File: config.mk
export PLATFORM = sky130hd
export DESIGN_NAME = adder_tree
export DESIGN_NICKNAME = d
export VERILOG_FILES = /design/src/rtl/adder_tree_pkg.sv /design/src/rtl/adder_tree_stage.sv /design/src/rtl/adder_tree.sv
export SDC_FILE = /design/constraint.sdc
export NUM_CORES = 1
export LEC_CHECK = 0
export CORE_ASPECT_RATIO = 0.9
export CORE_MARGIN = 2
export CORE_UTILIZATION = 44
export CTS_BUF_LIST = sky130_fd_sc_hd__clkbuf_4
export DETAILED_ROUTE_END_ITERATION = 6
export PLACE_DENSITY = 0.63
export SYNTH_ARGS = -nofsm -noshare
export SYNTH_HDL_FRONTEND = slang
export SYNTH_HIERARCHICAL = 1
export SYNTH_SLANG_ARGS = --single-unit
File: constraint.sdc
create_clock -name clk -period 2.8 [get_ports clk]
set_input_delay 0.7 -clock clk [delete_from_list [all_inputs] [get_ports clk]]
set_output_delay 0.7 -clock clk [all_outputs]
set_load 0.005 [all_outputs]
File: src/rtl/adder_tree_pkg.sv
// Shared sizing helpers for the pipelined signed adder tree.
// Every level halves the element count, rounding up, and grows the element
// width by one bit. After tree_levels() levels a single element of out_width()
// bits remains.
package adder_tree_pkg;

    // Number of pairwise-add levels needed to reduce n operands to one.
    function automatic int tree_levels(input int n);
        return $clog2(n);
    endfunction

    // Width of the exact signed sum of n operands of w bits each.
    function automatic int out_width(input int w, input int n);
        return w + $clog2(n);
    endfunction

    // Element count at level l, i.e. ceil(n / 2^l). Level 0 is the raw operand set.
    function automatic int level_count(input int n, input int l);
        return (n + (1 << l) - 1) >> l;
    endfunction

endpackage

File: src/rtl/adder_tree_stage.sv
// One registered reduction level of the adder tree.
// Takes N_IN packed signed W-bit elements and produces ceil(N_IN/2) packed
// signed (W+1)-bit elements. Element i of the output is the sum of input
// elements 2i and 2i+1. When N_IN is odd, the last input element has no
// partner. It is sign-extended and forwarded, so it sees the same one-cycle
// delay as the sums.
module adder_tree_stage
    import adder_tree_pkg::*;
#(
    parameter int N_IN = 2,
    parameter int W    = 8
) (
    input  logic                                  clk,
    input  logic                                  rst_n,
    input  logic [N_IN*W-1:0]                     din,
    output logic [level_count(N_IN, 1)*(W+1)-1:0] dout
);

    localparam int N_OUT = level_count(N_IN, 1);
    localparam int W_OUT = W + 1;

    logic [N_OUT*W_OUT-1:0] sum_d;

    // Pair up adjacent elements. Each pair is sign-extended by one bit before
    // the add, so the result never overflows.
    for (genvar i = 0; i < N_OUT; i++) begin : g_pair
        if (2 * i + 1 < N_IN) begin : g_add
            assign sum_d[i*W_OUT +: W_OUT] =
                {din[(2*i+1)*W-1], din[2*i*W +: W]} +
                {din[(2*i+2)*W-1], din[(2*i+1)*W +: W]};
        end else begin : g_pass
            assign sum_d[i*W_OUT +: W_OUT] = {din[(2*i+1)*W-1], din[2*i*W +: W]};
        end
    end

    // Register the level's results; an asynchronous reset discards in-flight sums.
    always_ff @(posedge clk or negedge rst_n) begin
        if (!rst_n) begin
            dout <= '0;
        end else begin
            dout <= sum_d;
        end
    end

endmodule

File: src/rtl/adder_tree.sv
// Pipelined signed adder tree.
// Sums INPUT_NUM packed signed IN_WIDTH-bit operands into one exact signed result.
// Pipeline layout:
//   - input register
//   - LEVELS registered pairwise-add levels
//   - output register
// This gives a latency of LEVELS+2 clock edges and accepts one vector per cycle.
//
// Optional feature: macro ADDER_TREE_VALID_EN adds the in_valid/out_valid ports.
//
// Valid semantics (ADDER_TREE_VALID_EN):
//   - There is no ready and no backpressure.
//   - din is consumed on every rising edge.
//   - in_valid only marks whether that vector is meaningful.
//   - out_valid is high exactly when dout holds the sum of a vector that was
//     sampled with in_valid=1.
//   - dout updates every cycle regardless of out_valid.
module adder_tree
    import adder_tree_pkg::*;
#(
    parameter int INPUT_NUM = 18,
    parameter int IN_WIDTH  = 8
) (
    input  logic                                        clk,
    input  logic                                        rst_n,
`ifdef ADDER_TREE_VALID_EN
    input  logic                                        in_valid,
    output logic                                        out_valid,
`endif
    input  logic [INPUT_NUM*IN_WIDTH-1:0]               din,
    output logic [out_width(IN_WIDTH, INPUT_NUM)-1:0]   dout
);

    localparam int LEVELS    = tree_levels(INPUT_NUM);
    localparam int OUT_WIDTH = out_width(IN_WIDTH, INPUT_NUM);

    logic [INPUT_NUM*IN_WIDTH-1:0] din_q;
    logic [OUT_WIDTH-1:0]          tree_sum;

    // Stage 0: capture the raw operand vector.
    always_ff @(posedge clk or negedge rst_n) begin
        if (!rst_n) begin
            din_q <= '0;
        end else begin
            din_q <= din;
        end
    end

    // Reduction levels.
    // Level l consumes level_count(INPUT_NUM, l) elements of IN_WIDTH+l bits.
    // It produces half as many elements (rounded up), each one bit wider.
    // The last level therefore yields a single OUT_WIDTH-bit element.
    for (genvar l = 0; l < LEVELS; l++) begin : g_lvl
        localparam int N_IN  = level_count(INPUT_NUM, l);
        localparam int N_OUT = level_count(INPUT_NUM, l + 1);
        localparam int W_IN  = IN_WIDTH + l;

        logic [N_IN*W_IN-1:0]      lvl_in;
        logic [N_OUT*(W_IN+1)-1:0] lvl_out;

        if (l == 0) begin : g_src_din
            assign lvl_in = din_q;
        end else begin : g_src_prev
            assign lvl_in = g_lvl[l-1].lvl_out;
        end

        adder_tree_stage #(
            .N_IN (N_IN),
            .W    (W_IN)
        ) u_stage (
            .clk   (clk),
            .rst_n (rst_n),
            .din   (lvl_in),
            .dout  (lvl_out)
        );
    end

    assign tree_sum = g_lvl[LEVELS-1].lvl_out;

    // Output register: dout is stable for a whole cycle after each edge.
    always_ff @(posedge clk or negedge rst_n) begin
        if (!rst_n) begin
            dout <= '0;
        end else begin
            dout <= tree_sum;
        end
    end

`ifdef ADDER_TREE_VALID_EN
    // in_valid rides a LEVELS+2 deep shift register so it lines up with dout.
    logic [LEVELS+1:0] valid_sr;

    // Shift the valid flag along with the data pipeline.
    always_ff @(posedge clk or negedge rst_n) begin
        if (!rst_n) begin
            valid_sr <= '0;
        end else begin
            valid_sr <= {valid_sr[LEVELS:0], in_valid};
        end
    end

    assign out_valid = valid_sr[LEVELS+1];
`else
    // Without the valid ports the datapath is unchanged; nothing tracks validity.
`endif

endmodule

# ---- Word-level counts from Yosys, hierarchy flattened
# Cells that the tools add are included.
dict set report classes {
  addsub 17
}
# cell count
set ops {}
lappend ops {{adder 8 x 8 -> 9 bit} 9}
lappend ops {{adder 9 x 9 -> 10 bit} 4}
lappend ops {{adder 10 x 10 -> 11 bit} 2}
lappend ops {{adder 12 x 9 -> 13 bit} 1}
lappend ops {{adder 11 x 11 -> 12 bit} 1}
dict set report word_totals {
  elab_cells 24
  in_bits 146
  output_inout_bits 13
  regBits 352
}

# ---- Logic depth before layout (Yosys ltp)
# Gate-level depths: netlist of the first run.
dict set report logic_depth {
  ltp_word 1
  depth_mapped 8
  depth_no_buf 8
}

# ---- Hierarchy
# Netlist of the first run, hierarchy kept.
# module seq_area_each_um2 n_inst cells_per_inst area_each_um2
set modules_own_cells {}
lappend modules_own_cells {{adder_tree_stage at g_lvl[0].u_stage} 2026.9 1 405 4747.1}
lappend modules_own_cells {adder_tree 3928.8 1 157 3928.8}
lappend modules_own_cells {{adder_tree_stage at g_lvl[1].u_stage} 1226.2 1 249 2721.4}
lappend modules_own_cells {{adder_tree_stage at g_lvl[2].u_stage} 800.8 1 147 1715.4}
lappend modules_own_cells {{adder_tree_stage at g_lvl[3].u_stage} 575.6 1 79 1026.0}
lappend modules_own_cells {{adder_tree_stage at g_lvl[4].u_stage} 325.3 1 77 849.6}

# ---- Worst setup path before layout of the first run
# No wires, ideal clock.
dict set report synth_timing {
  kind {reg-to-reg}
  start {register g_lvl[3].u_stage.dout[0]}
  end {register g_lvl[4].u_stage.dout[12]}
  path_slack_ns 0.825
  synth_period_minus_slack_ns 1.975
  path_stages_with_launch 8
  t_arrival_ns 1.911
  path_buffers 0
  setup_ns 0.064
  required_time_ns 2.736
  cell_sequence {dfrtp_1 ha_1 fa_1 a21o_1 a221oi_2 o21ai_2 a41oi_2 mux2_4}
}
dict set report synth_between {
  elab_chain_cells 1
}
# element line
set synth_rtl {}
lappend synth_rtl {{start: declaration} adder_tree_stage.sv:16} ;# output logic [level_count(N_IN, 1)*(W+1)-1:0] dout
lappend synth_rtl {{start signal: assignment} adder_tree_stage.sv:41} ;# dout <= sum_d;
lappend synth_rtl {{adder 12 x 9 -> 13 bit} adder_tree_stage.sv:29} ;# {din[(2*i+1)*W-1], din[2*i*W +: W]} +
lappend synth_rtl {{named net g_lvl[4].u_stage.sum_d[12]} adder_tree_stage.sv:22} ;# logic [N_OUT*W_OUT-1:0] sum_d;
lappend synth_rtl {{end signal: assignment} adder_tree_stage.sv:41}
lappend synth_rtl {{end: declaration} adder_tree_stage.sv:16}
# The timed path passes the listed nets, and every way through them passes these cells.

==> flow_summary_export.csv, run 1 <==
group,metric,value,unit
die,pin_count,159,
sta,setup_violations,0,
power_and_ir_drop,irDropWorstVdd,376,µV
synth,synth.ff_latch_count,355,
synth,avgSynthCellArea,13.5,µm²
synth,syn_nets,1428,
route,ant_nets,0,
sta,min_period_over_period,78.5,%
synth,yosysUniqueCellTypes,65,
sta,fmaxAchievable,455,MHz
worst_setup_path,cp_num_cells,1,
synth,yosysSeqAreaShare,59.3,%
clock_tree,h-tree-depth,3,
grt,grt_pass1_wl,44000,µm
run,max_cap_violations,0,
grt,track_usage,15.5,%
worst_setup_path,r2r.worst_path.cells,7,
grt,antenna_found_initial,1,
layout,syn2layout_area_growth,23.0,%
worst_hold_path,min_path_cells,0,
placement,numPortBuffers,158,
synth,async_flop_share,100,%
sta,tns,0,ns
sta,rsz0062_at_grt,"false",
sta,tightest_slew,0.571,ns
die,dieHeight,179,µm
worst_setup_path,cp_num_buf_inv,1,
clock_tree,clk-insertion-delay-late,0.71,ns
worst_setup_path,r2r_start,"g_lvl[3].u_stage/dout[0]",
grt,grt_overflow_total,0,
die,die-area,0.0356,mm²
sta,fin_hold_ws,0.333,ns
clock_tree,clkSlewWorstSetupHoldPaths,0.06,ns
clock_tree,numCtsBuffers,94,
sta,final-hold-violation-count,0,
synth,syn_area,0.0150,mm²
worst_setup_path,critical_path.max_stage_delay,0.49,ns
worst_setup_path,crit_path_start_kind,"flop",
worst_hold_path,hp-class,"flop to flop",
die,design.core.area,0.0338,mm²
layout,fill_cells,2935,
synth,synth_flop_cell,"dfrtp_1",
route,drt_iter0_markers,285,
worst_setup_path,timing.rr.end,"g_lvl[4].u_stage/dout[12]",
placement,dpl.hpwl,18800,µm
worst_setup_path,cp_top_family,"buffers and inverters",
power_and_ir_drop,p_total,17.1,mW
clock_tree,cts_resized,0,
clock_tree,cts_setup_buffers,0,
worst_setup_path,path_class,"flop to output pin",
die,fp-row-count,64,
layout,drive_gt1_share,13.0,%
clock_tree,root_buffer,"clkbuf_4",
worst_setup_path,r2r_slack,0.64,ns
clock_tree,cts.sinks,355,
sta,fin_crit,2.20,ns
route,drcViolationCount,0,
clock_tree,cts_buffer_depth,3,
layout,nets,1689,
route,dr.pass1.iters,4,
route,post_drt_wl_per_cell,13.6,µm
worst_hold_path,min_to,"g_lvl[3].u_stage/dout[20]",
die,die_w,199,µm
worst_setup_path,worstPathMaxFanout,1,
sta,slew_headroom,61.9,%
power_and_ir_drop,power_density,929,mW/mm²
synth,syn_inst,1114,
worst_setup_path,cp_slowest_cell,"clkdlybuf4s50_1",
route,drt-total-wl,26000,µm
sta,skew,0.0337,ns
synth,synth_warnings,6,
worst_hold_path,holdCritStartpoint,"g_lvl[2].u_stage/dout[30]",
route,via_per_inst,4.82,
sta,slew_violations,0,
placement,gp_congestion,0.830,
synth,synth_edf_count,0,
worst_setup_path,worstPathArrival,1.50,ns
worst_setup_path,crit_required,2.10,ns
grt,grt_max_degree,70,
outcome,status,"finished, final reports clean",
worst_setup_path,endpoint_kind,"output pin",
die,initial_core_util,44.4,%
clock_tree,cts_tree,"yes",
grt,first_global_vias,9752,
worst_setup_path,crit_chain,"clkdlybuf4s50_1",
route,vias,9207,
power_and_ir_drop,p_leak,8.51,nW
[cells in the final DEF (no fill, tap or decap), types with 6 or more instances in the layout]
cell,count
inv_1,43
clkinv_2,7
dfrtp_1,355
a211oi_1,23
o21a_1,6
clkbuf_4,130
clkdlybuf4s50_1,157
xor2_1,30
a21oi_1,60
a221oi_1,7
nand2_1,28
a31oi_1,13
xnor2_1,74
fa_1,17
o21ai_0,33
o21ai_1,6
ha_1,151
o21bai_1,16
clkinv_1,24
nand3_1,22
nor2_1,60
o211ai_1,10
a21o_1,47
and3_1,14
nor3_1,6
nor2b_1,16
[per-stage QoR]
| stage | utilization, % | area (µm²) | setup slack [ns] | instances |
|---|---|---|---|---|
| 2_1_floorplan | - | 15000 | 0.825 | 1114 |
| 4_1_cts | 54.6 | 18400 | 0.500 | 1908 |
| 3_3_place_gp | 51.1 | 17300 | 0.734 | 1740 |
| 3_5_place_dp | 51.1 | 17300 | 0.672 | 1740 |
| 6_report | 54.6 | 18400 | 0.601 | 1909 |
| 5_1_grt | 54.6 | 18400 | 0.456 | 1909 |
[worst max-delay path by stage]
stage | from | to | slack, ns
floorplan | g_lvl[3].u_stage/dout[0] | g_lvl[4].u_stage/dout[12] | 0.83
finish | dout[6] | dout[6] | 0.60
global route | dout[12] | dout[12] | 0.46
global placement | g_lvl[3].u_stage/dout[0] | g_lvl[4].u_stage/dout[12] | 0.73
detailed placement | g_lvl[3].u_stage/dout[0] | g_lvl[4].u_stage/dout[12] | 0.67
CTS | dout[6] | dout[6] | 0.50
[layer usage]
metal / vias up / wire, µm / global-route usage, %
li1: 4545 / - / -
met1: 4413 / 11700 / 19.0
met2: 192 / 12400 / 25.5
met3: 57 / 1230 / 4.42
met4: 0 / 654 / 7.25
met5: - / 0 / 0
[cell type report]
| cell class | instances | area, µm² | share of cell area, % |
|---|---|---|---|
| flip-flops and latches | 355 | 8880 | 48.2 |
| multi-input cells | 712 | 5920 | 32.1 |
| repair buffers | 169 | 1730 | 9.40 |
| clock buffers | 130 | 976 | 5.29 |
| well taps | 462 | 578 | 3.13 |
| clock inverters | 37 | 190 | 1.03 |
| inverters | 43 | 161 | 0.875 |
| diodes | 1 | 2.50 | 0.0136 |
[cell families (layout without fill, tap and decap cells)]
kind of cell | after synthesis | count (layout) | synth area share [%]
flip-flops | 355 | 355 | 59.3
AO/OA/AOI/OAI | 263 | 263 | 12.4
AND/OR/NAND/NOR | 175 | 175 | 5.92
adder cells (fa/ha/maj) | 168 | 168 | 14.9
XOR/XNOR | 104 | 104 | 6.08
buffers and inverters | 47 | 379 | 1.25
multiplexers | 2 | 2 | 0.175
other | 0 | 1 | 0
[cells in the mapped netlist (3+ instances only)]
master / instances / share of area (%)
a211oi_1: 23 / 1.2
a21o_1: 47 / 2.4
a21oi_1: 60 / 2.0
a21oi_2: 5 / 0.29
a221oi_1: 7 / 0.41
a31o_1: 3 / 0.18
a31oi_1: 13 / 0.54
a41o_1: 5 / 0.33
and3_1: 14 / 0.58
buf_4: 3 / 0.15
dfrtp_1: 355 / 59
fa_1: 17 / 2.3
ha_1: 151 / 13
inv_1: 43 / 1.1
nand2_1: 28 / 0.70
nand2b_1: 4 / 0.17
nand3_1: 22 / 0.73
nand4_1: 4 / 0.17
nor2_1: 60 / 1.5
nor2b_1: 16 / 0.67
nor3_1: 6 / 0.20
o2111ai_1: 3 / 0.18
o2111ai_2: 3 / 0.30
o211ai_1: 10 / 0.50
o21a_1: 6 / 0.30
o21ai_0: 33 / 1.1
o21ai_1: 6 / 0.20
o21bai_1: 16 / 0.80
o22ai_1: 3 / 0.13
or2_2: 3 / 0.13
or3_1: 3 / 0.13
xnor2_1: 74 / 4.3
xor2_1: 30 / 1.8
[state kept, by name, summed over array words and instances, names as in the netlist]
| register | flops |
|---|---|
| dout | 13 |
| din_q | 144 |
| g_lvl.u_stage/dout | 198 |
[where the power goes]
part,internal [mW],switching (mW)
clock network,2.25,2.05
registers,6.32,0.422
logic,2.93,3.16
total,11.5,5.63
[repair_timing]
action,CTS,global route
endpoints found under the setup margin,0,0
hold buffers,1,0
hold endpoints to repair,59,0
No activity file was read; power rests on OpenSTA's default activity.
==> run 2, diff against run 1 <==
==> constraint.sdc (replaced) <==
create_clock -name clk -period 2.15 [get_ports clk]
set_input_delay 0.5375 -clock clk [delete_from_list [all_inputs] [get_ports clk]]
set_output_delay 0.5375 -clock clk [all_outputs]
set_load 0.005 [all_outputs]
==> run 2 against run 1 <==
Worst setup slack got worse by 0.51 ns. Critical path depth grew 6. Clock skew is 0.014 ns higher. Largest cell class unchanged. Clock power up 22%. Worst hold slack got worse by 0.086 ns. Critical path type is now flop to flop. Wire length is 2.3% lower. Sequential power grew 30%. Design area down 0.66%.
==> flow_summary_export.csv, run 2 (synthesis gave the netlist of run 1 again) <==
group,metric,value,unit
placement,dpl.hpwl,18300,µm
run,max_cap_violations,0,
layout,final_core_util,54.2,%
sta,fin_crit,2.06,ns
worst_hold_path,hp-class,"input pin to flop",
grt,grt_pass1_wl,42600,µm
placement,gp_congestion,0.825,
worst_setup_path,endpoint_kind,"flop",
grt,track_usage,15.0,%
die,die-area,0.0356,mm²
power_and_ir_drop,p_leak,8.45,nW
route,met1_length,11700,µm
grt,antenna_found_initial,2,
route,post_drt_wl_per_cell,13.5,µm
sta,min_period_over_period,95.9,%
sta,fmaxAchievable,485,MHz
route,via_per_inst,4.82,
sta,rsz0062_at_grt,"true",
worst_setup_path,r2r_slack,0.09,ns
layout,drive_gt1_share,12.0,%
grt,grt_overflow_total,0,
die,dieHeight,179,µm
worst_setup_path,crit_required,2.78,ns
layout,nets,1679,
power_and_ir_drop,clkPwrFrac,23.8,%
layout,fill_cells,2915,
clock_tree,cts_buffer_depth,3,
clock_tree,cts_tree,"yes",
outcome,status,"finished, final reports clean",
clock_tree,h-tree-depth,3,
layout,design_area,0.0183,mm²
worst_setup_path,cp_num_cells,7,
clock_tree,clk-insertion-delay-late,0.73,ns
die,design.core.area,0.0338,mm²
worst_setup_path,crit_path_start_kind,"flop",
worst_setup_path,path_class,"flop to flop",
worst_setup_path,r2r_start,"g_lvl[3].u_stage/dout[0]",
route,wl_met2,11900,µm
clock_tree,cts.sinks,355,
route,wl_met3,1150,µm
worst_setup_path,cp_top_family,"compound AO/OA/AOI/OAI gates",
worst_setup_path,critical_path.max_stage_delay,0.40,ns
sta,slew_headroom,68.3,%
route,drt_iter0_markers,298,
worst_setup_path,r2r.worst_path.cells,7,
worst_setup_path,crit_path_end,"g_lvl[4].u_stage/dout[12]",
clock_tree,root_buffer,"clkbuf_4",
layout,top_register,"g_lvl.u_stage/dout",
sta,tightest_slew,0.476,ns
die,pin_count,159,
die,initial_core_util,44.4,%
grt,first_global_vias,9415,
route,vias,9076,
grt,grt_max_degree,89,
power_and_ir_drop,p_int,14.8,mW
placement,place_inst,1735,
power_and_ir_drop,p_total,22.0,mW
clock_tree,cts_setup_buffers,0,
route,top_layer_used,"met4",
route,drt-total-wl,25400,µm
power_and_ir_drop,pwr-share-comb,36.3,%
placement,placed_area,0.0172,mm²
die,die_w,199,µm
worst_setup_path,cp_slowest_cell,"fa_1",
worst_setup_path,worstPathArrival,2.70,ns
die,fp-row-count,64,
layout,largest_reg_flops,198,
route,ant_nets,0,
sta,skew,0.0477,ns
worst_setup_path,timing.rr.end,"g_lvl[4].u_stage/dout[12]",
power_and_ir_drop,swShare,32.8,%
layout,top_regs,"g_lvl.u_stage/dout x198, din_q x144, dout x13",
clock_tree,clkSlewWorstSetupHoldPaths,0.07,ns
sta,tns,0,ns
power_and_ir_drop,irDropWorstVdd,497,µV
worst_setup_path,cp_num_buf_inv,0,
layout,final_cell_mix,"dfrtp_1 (355), clkdlybuf4s50_1 (153), ha_1 (151)",
sta,setup_violations,0,
sta,final-hold-violation-count,0,
clock_tree,numCtsBuffers,89,
sta,slew_violations,0,
placement,numPortBuffers,158,
route,drcViolationCount,0,
layout,final_common_cell,"dfrtp_1",
power_and_ir_drop,power_density,1200,mW/mm²
power_and_ir_drop,p_seq_share,39.9,%
worst_setup_path,crit_chain,"ha_1 > fa_1 > a21o_1 > a221oi_4 > o21ai_4 > a41oi_2 > mux2_4",
worst_setup_path,worstPathMaxFanout,4,
layout,syn2layout_area_growth,22.2,%
route,dr.pass1.iters,4,
layout,layout.cells.non_filler,1884,
worst_setup_path,worstSetupStartpoint,"g_lvl[3].u_stage/dout[0]",
power_and_ir_drop,net-switching-power,7.20,mW
-- run 2: changes by cell type in the layout (fill, tap and decap cells not counted), sizes merged --
cell | previous run | this run
clkinv | 32 | 19
clkbuf | 130 | 121
buf | 11 | 6
clkdlybuf4s50 | 157 | 153
dlymetal6s2s | 0 | 4
diode | 1 | 2
inv | 44 | 45
-- run 2: power by group through the flow --
stage	registers, mW	clock network [mW]	logic, mW
2_1_floorplan	8.72	0	5.98
3_3_place_gp	8.90	0	7.85
3_5_place_dp	8.92	0	7.90
4_1_cts	8.81	5.50	7.96
5_1_grt	8.92	5.85	8.99
6_report	8.77	5.24	7.98
-- run 2: metal layers --
| layer | up-vias | global-route usage, % |
|---|---|---|
| met5 | - | 0 |
| met4 | 0 | 6.75 |
| met3 | 53 | 4.03 |
| met2 | 174 | 24.0 |
| met1 | 4342 | 19.1 |
| li1 | 4507 | - |
-- run 2: timing repair --
item,4_1_cts,5_1_grt
endpoints found under the hold margin,241,0
gates resized for setup,0,8
hold buffers,1,0
endpoints found under the setup margin,0,8
-- run 2: how the worst min path moves through the flow --
stage | slack [ns] | cells past startpoint | startpoint | end
3_5_place_dp | 0.33 | 0 | g_lvl[4].u_stage/dout[0] | dout[0]
2_1_floorplan | 0.24 | 0 | rst_n | din_q[0]
6_report | 0.25 | 1 | din[129] | din_q[129]
3_3_place_gp | 0.33 | 0 | g_lvl[4].u_stage/dout[9] | dout[9]
4_1_cts | 0.15 | 1 | din[129] | din_q[129]
5_1_grt | 0.15 | 1 | din[131] | din_q[131]
-- run 2: metrics by stage --
step	hold slack, ns	worst slack [ns]
2_1_floorplan	0.242	0.175
3_3_place_gp	0.333	0.0844
3_5_place_dp	0.335	0.0575
4_1_cts	0.154	0.0260
5_1_grt	0.155	-0.00708
6_report	0.247	0.0876
-- run 2: layout make-up --
type	instances	area (µm²)	area share, %
Multi-Input combinational cell	712	5950	32.5
Tap cell	462	578	3.16
Clock inverter	25	138	0.751
Sequential cell	355	8880	48.5
Inverter	43	161	0.881
Clock buffer	121	908	4.96
Antenna cell	2	5.00	0.0273
Timing Repair Buffer	164	1690	9.25
-- run 2: worst reg2reg max path: stages, from the launching register on --
cell      delay (ns)
dfrtp_1         0.36
ha_1            0.22
fa_1            0.40
a21o_1          0.23
a221oi_4        0.31
o21ai_4         0.12
a41oi_2         0.21
mux2_4          0.16
==> run 3, diff against run 2 <==
--- a/config.mk
+++ b/config.mk
@@ -7,10 +7,11 @@
 export LEC_CHECK = 0
 export CORE_ASPECT_RATIO = 0.9
 export CORE_MARGIN = 2
-export CORE_UTILIZATION = 44
+export CORE_UTILIZATION = 45
 export CTS_BUF_LIST = sky130_fd_sc_hd__clkbuf_4
 export DETAILED_ROUTE_END_ITERATION = 6
-export PLACE_DENSITY = 0.63
+export PLACE_DENSITY = 0.64
+export SKIP_LAST_GASP = 1
 export SYNTH_ARGS = -nofsm -noshare
 export SYNTH_HDL_FRONTEND = slang
 export SYNTH_HIERARCHICAL = 1
==> run 3 against run 2 <==
Register-to-register slack is essentially flat. Power shrank 0.53%. Combinational power is essentially flat. Critical endpoint unchanged.
==> flow_summary_export.csv, run 3 (synthesis gave the netlist of run 1 again) <==
group,metric,value,unit
die,fp-row-count,63,
sta,tightest_slew,0.420,ns
die,design.core.area,0.0329,mm²
layout,syn2layout_area_growth,21.8,%
placement,numPortBuffers,158,
sta,tns,0,ns
placement,dpl.hpwl,18300,µm
layout,top_regs,"g_lvl.u_stage/dout x198, din_q x144, dout x13",
clock_tree,cts_tree,"yes",
power_and_ir_drop,p_total,21.9,mW
grt,grt_pass1_wl,43500,µm
clock_tree,clkSlewWorstSetupHoldPaths,0.06,ns
route,drcViolationCount,0,
route,vias,9018,
grt,track_usage,15.5,%
route,drt-total-wl,25300,µm
layout,layout.cells.non_filler,1837,
route,post_drt_wl_per_cell,13.7,µm
layout,drive_gt1_share,12.1,%
sta,fmaxAchievable,487,MHz
layout,fill_cells,2760,
route,wl_met3,1360,µm
worst_setup_path,crit_required,2.79,ns
clock_tree,numCtsBuffers,90,
sta,slew_violations,0,
worst_setup_path,endpoint_kind,"flop",
layout,top_register,"g_lvl.u_stage/dout",
grt,grt_max_degree,62,
clock_tree,root_buffer,"clkbuf_4",
route,dr.pass1.iters,6,
run,max_cap_violations,0,
sta,min_period_over_period,95.5,%
route,met1_length,11600,µm
sta,fin_crit,2.05,ns
worst_setup_path,worstPathArrival,2.69,ns
grt,grt_overflow_total,0,
sta,setup_violations,0,
die,pin_count,159,
route,wl_met2,11700,µm
layout,final_core_util,55.6,%
sta,slew_headroom,72.0,%
die,initial_core_util,45.6,%
layout,final_cell_mix,"dfrtp_1 (355), clkdlybuf4s50_1 (153), ha_1 (151)",
placement,gp_congestion,0.823,
worst_setup_path,crit_path_start_kind,"flop",
die,dieHeight,177,µm
clock_tree,cts_buffer_depth,3,
clock_tree,h-tree-depth,3,
route,ant_nets,0,
grt,antenna_found_initial,3,
layout,nets,1683,
layout,final_common_cell,"dfrtp_1",
sta,skew,0.0510,ns
route,drt_iter0_markers,232,
power_and_ir_drop,power_density,1200,mW/mm²
worst_hold_path,hp-class,"input pin to flop",
placement,place_inst,1698,
worst_setup_path,path_class,"flop to flop",
route,top_layer_used,"met4",
layout,largest_reg_flops,198,
clock_tree,clk-insertion-delay-late,0.72,ns
clock_tree,cts.sinks,355,
power_and_ir_drop,irDropWorstVdd,548,µV
grt,first_global_vias,9522,
die,die_w,196,µm
sta,final-hold-violation-count,0,
outcome,status,"finished, final reports clean",
die,die-area,0.0348,mm²
sta,rsz0062_at_grt,"true",
power_and_ir_drop,p_leak,8.45,nW
worst_setup_path,worstPathMaxFanout,4,
route,via_per_inst,4.91,
run 3: cell count changes in the layout (fill, tap and decap cells not counted), sizes merged:
cell    delta
clkinv     -8
diode      -1
inv        -1
buf        +3
run 3: power breakdown:
group | leakage [nW] | switching (mW) | internal, mW
combinational | 3.70 | 4.12 | 3.84
clock | 0.595 | 2.46 | 2.68
sequential | 4.15 | 0.541 | 8.23
total | 8.45 | 7.12 | 14.8
run 3: layer usage:
| metal | GRT usage, % | vias up |
|---|---|---|
| li1 | - | 4530 |
| met1 | 20.0 | 4268 |
| met2 | 24.5 | 178 |
| met3 | 4.65 | 42 |
| met4 | 6.25 | 0 |
| met5 | 0 | - |
run 3: path summary, 6_finish.rpt:
path	endpoint	start	slack, ns	cells past startpoint
worst min-delay path	din_q[137]	din[137]	0.25	1
worst max register to register	g_lvl[4].u_stage/dout[12]	g_lvl[3].u_stage/dout[0]	0.1	7
min in group asynchronous	din_q[60]	rst_n	0.36	2
worst min register to register	dout[11]	g_lvl[4].u_stage/dout[11]	0.34	0
worst max-delay path	g_lvl[4].u_stage/dout[12]	g_lvl[3].u_stage/dout[0]	0.1	7
max in group asynchronous	g_lvl[1].u_stage/dout[21]	rst_n	1.14	3
run 3: cell type report:
type	instances	area, µm²	share of cell area [%]
flip-flops and latches	355	8880	48.7
clock buffers	121	908	4.97
diodes	1	2.50	0.0137
well taps	422	528	2.89
clock inverters	16	103	0.562
inverters	43	161	0.884
multi-input cells	712	5940	32.6
repair buffers	167	1730	9.47
run 3: what timing repair did:
action | in CTS | in global routing
gates resized for setup | 0 | 7
hold buffers | 1 | 0
setup endpoints to repair | 0 | 8
endpoints found under the hold margin | 41 | 0
setup buffers | 0 | 0
run 3: through the flow:
step | cell area, µm² | hold slack [ns] | worst slack [ns]
after global placement | 17200 | 0.332 | 0.0777
after floorplan | 15000 | 0.242 | 0.175
after CTS | 18200 | 0.157 | 0.00776
after detailed placement | 17200 | 0.335 | 0.0485
after global routing | 18300 | 0.159 | -0.0104
final | 18300 | 0.255 | 0.0966
run 3: worst max-delay path: stages (launching register included):
cell and delay [ns]:
dfrtp_1 0.37, ha_1 0.22, fa_1 0.40, a21o_1 0.23, a221oi_4 0.28, o21ai_2 0.15
a41oi_2 0.20, mux2_4 0.16
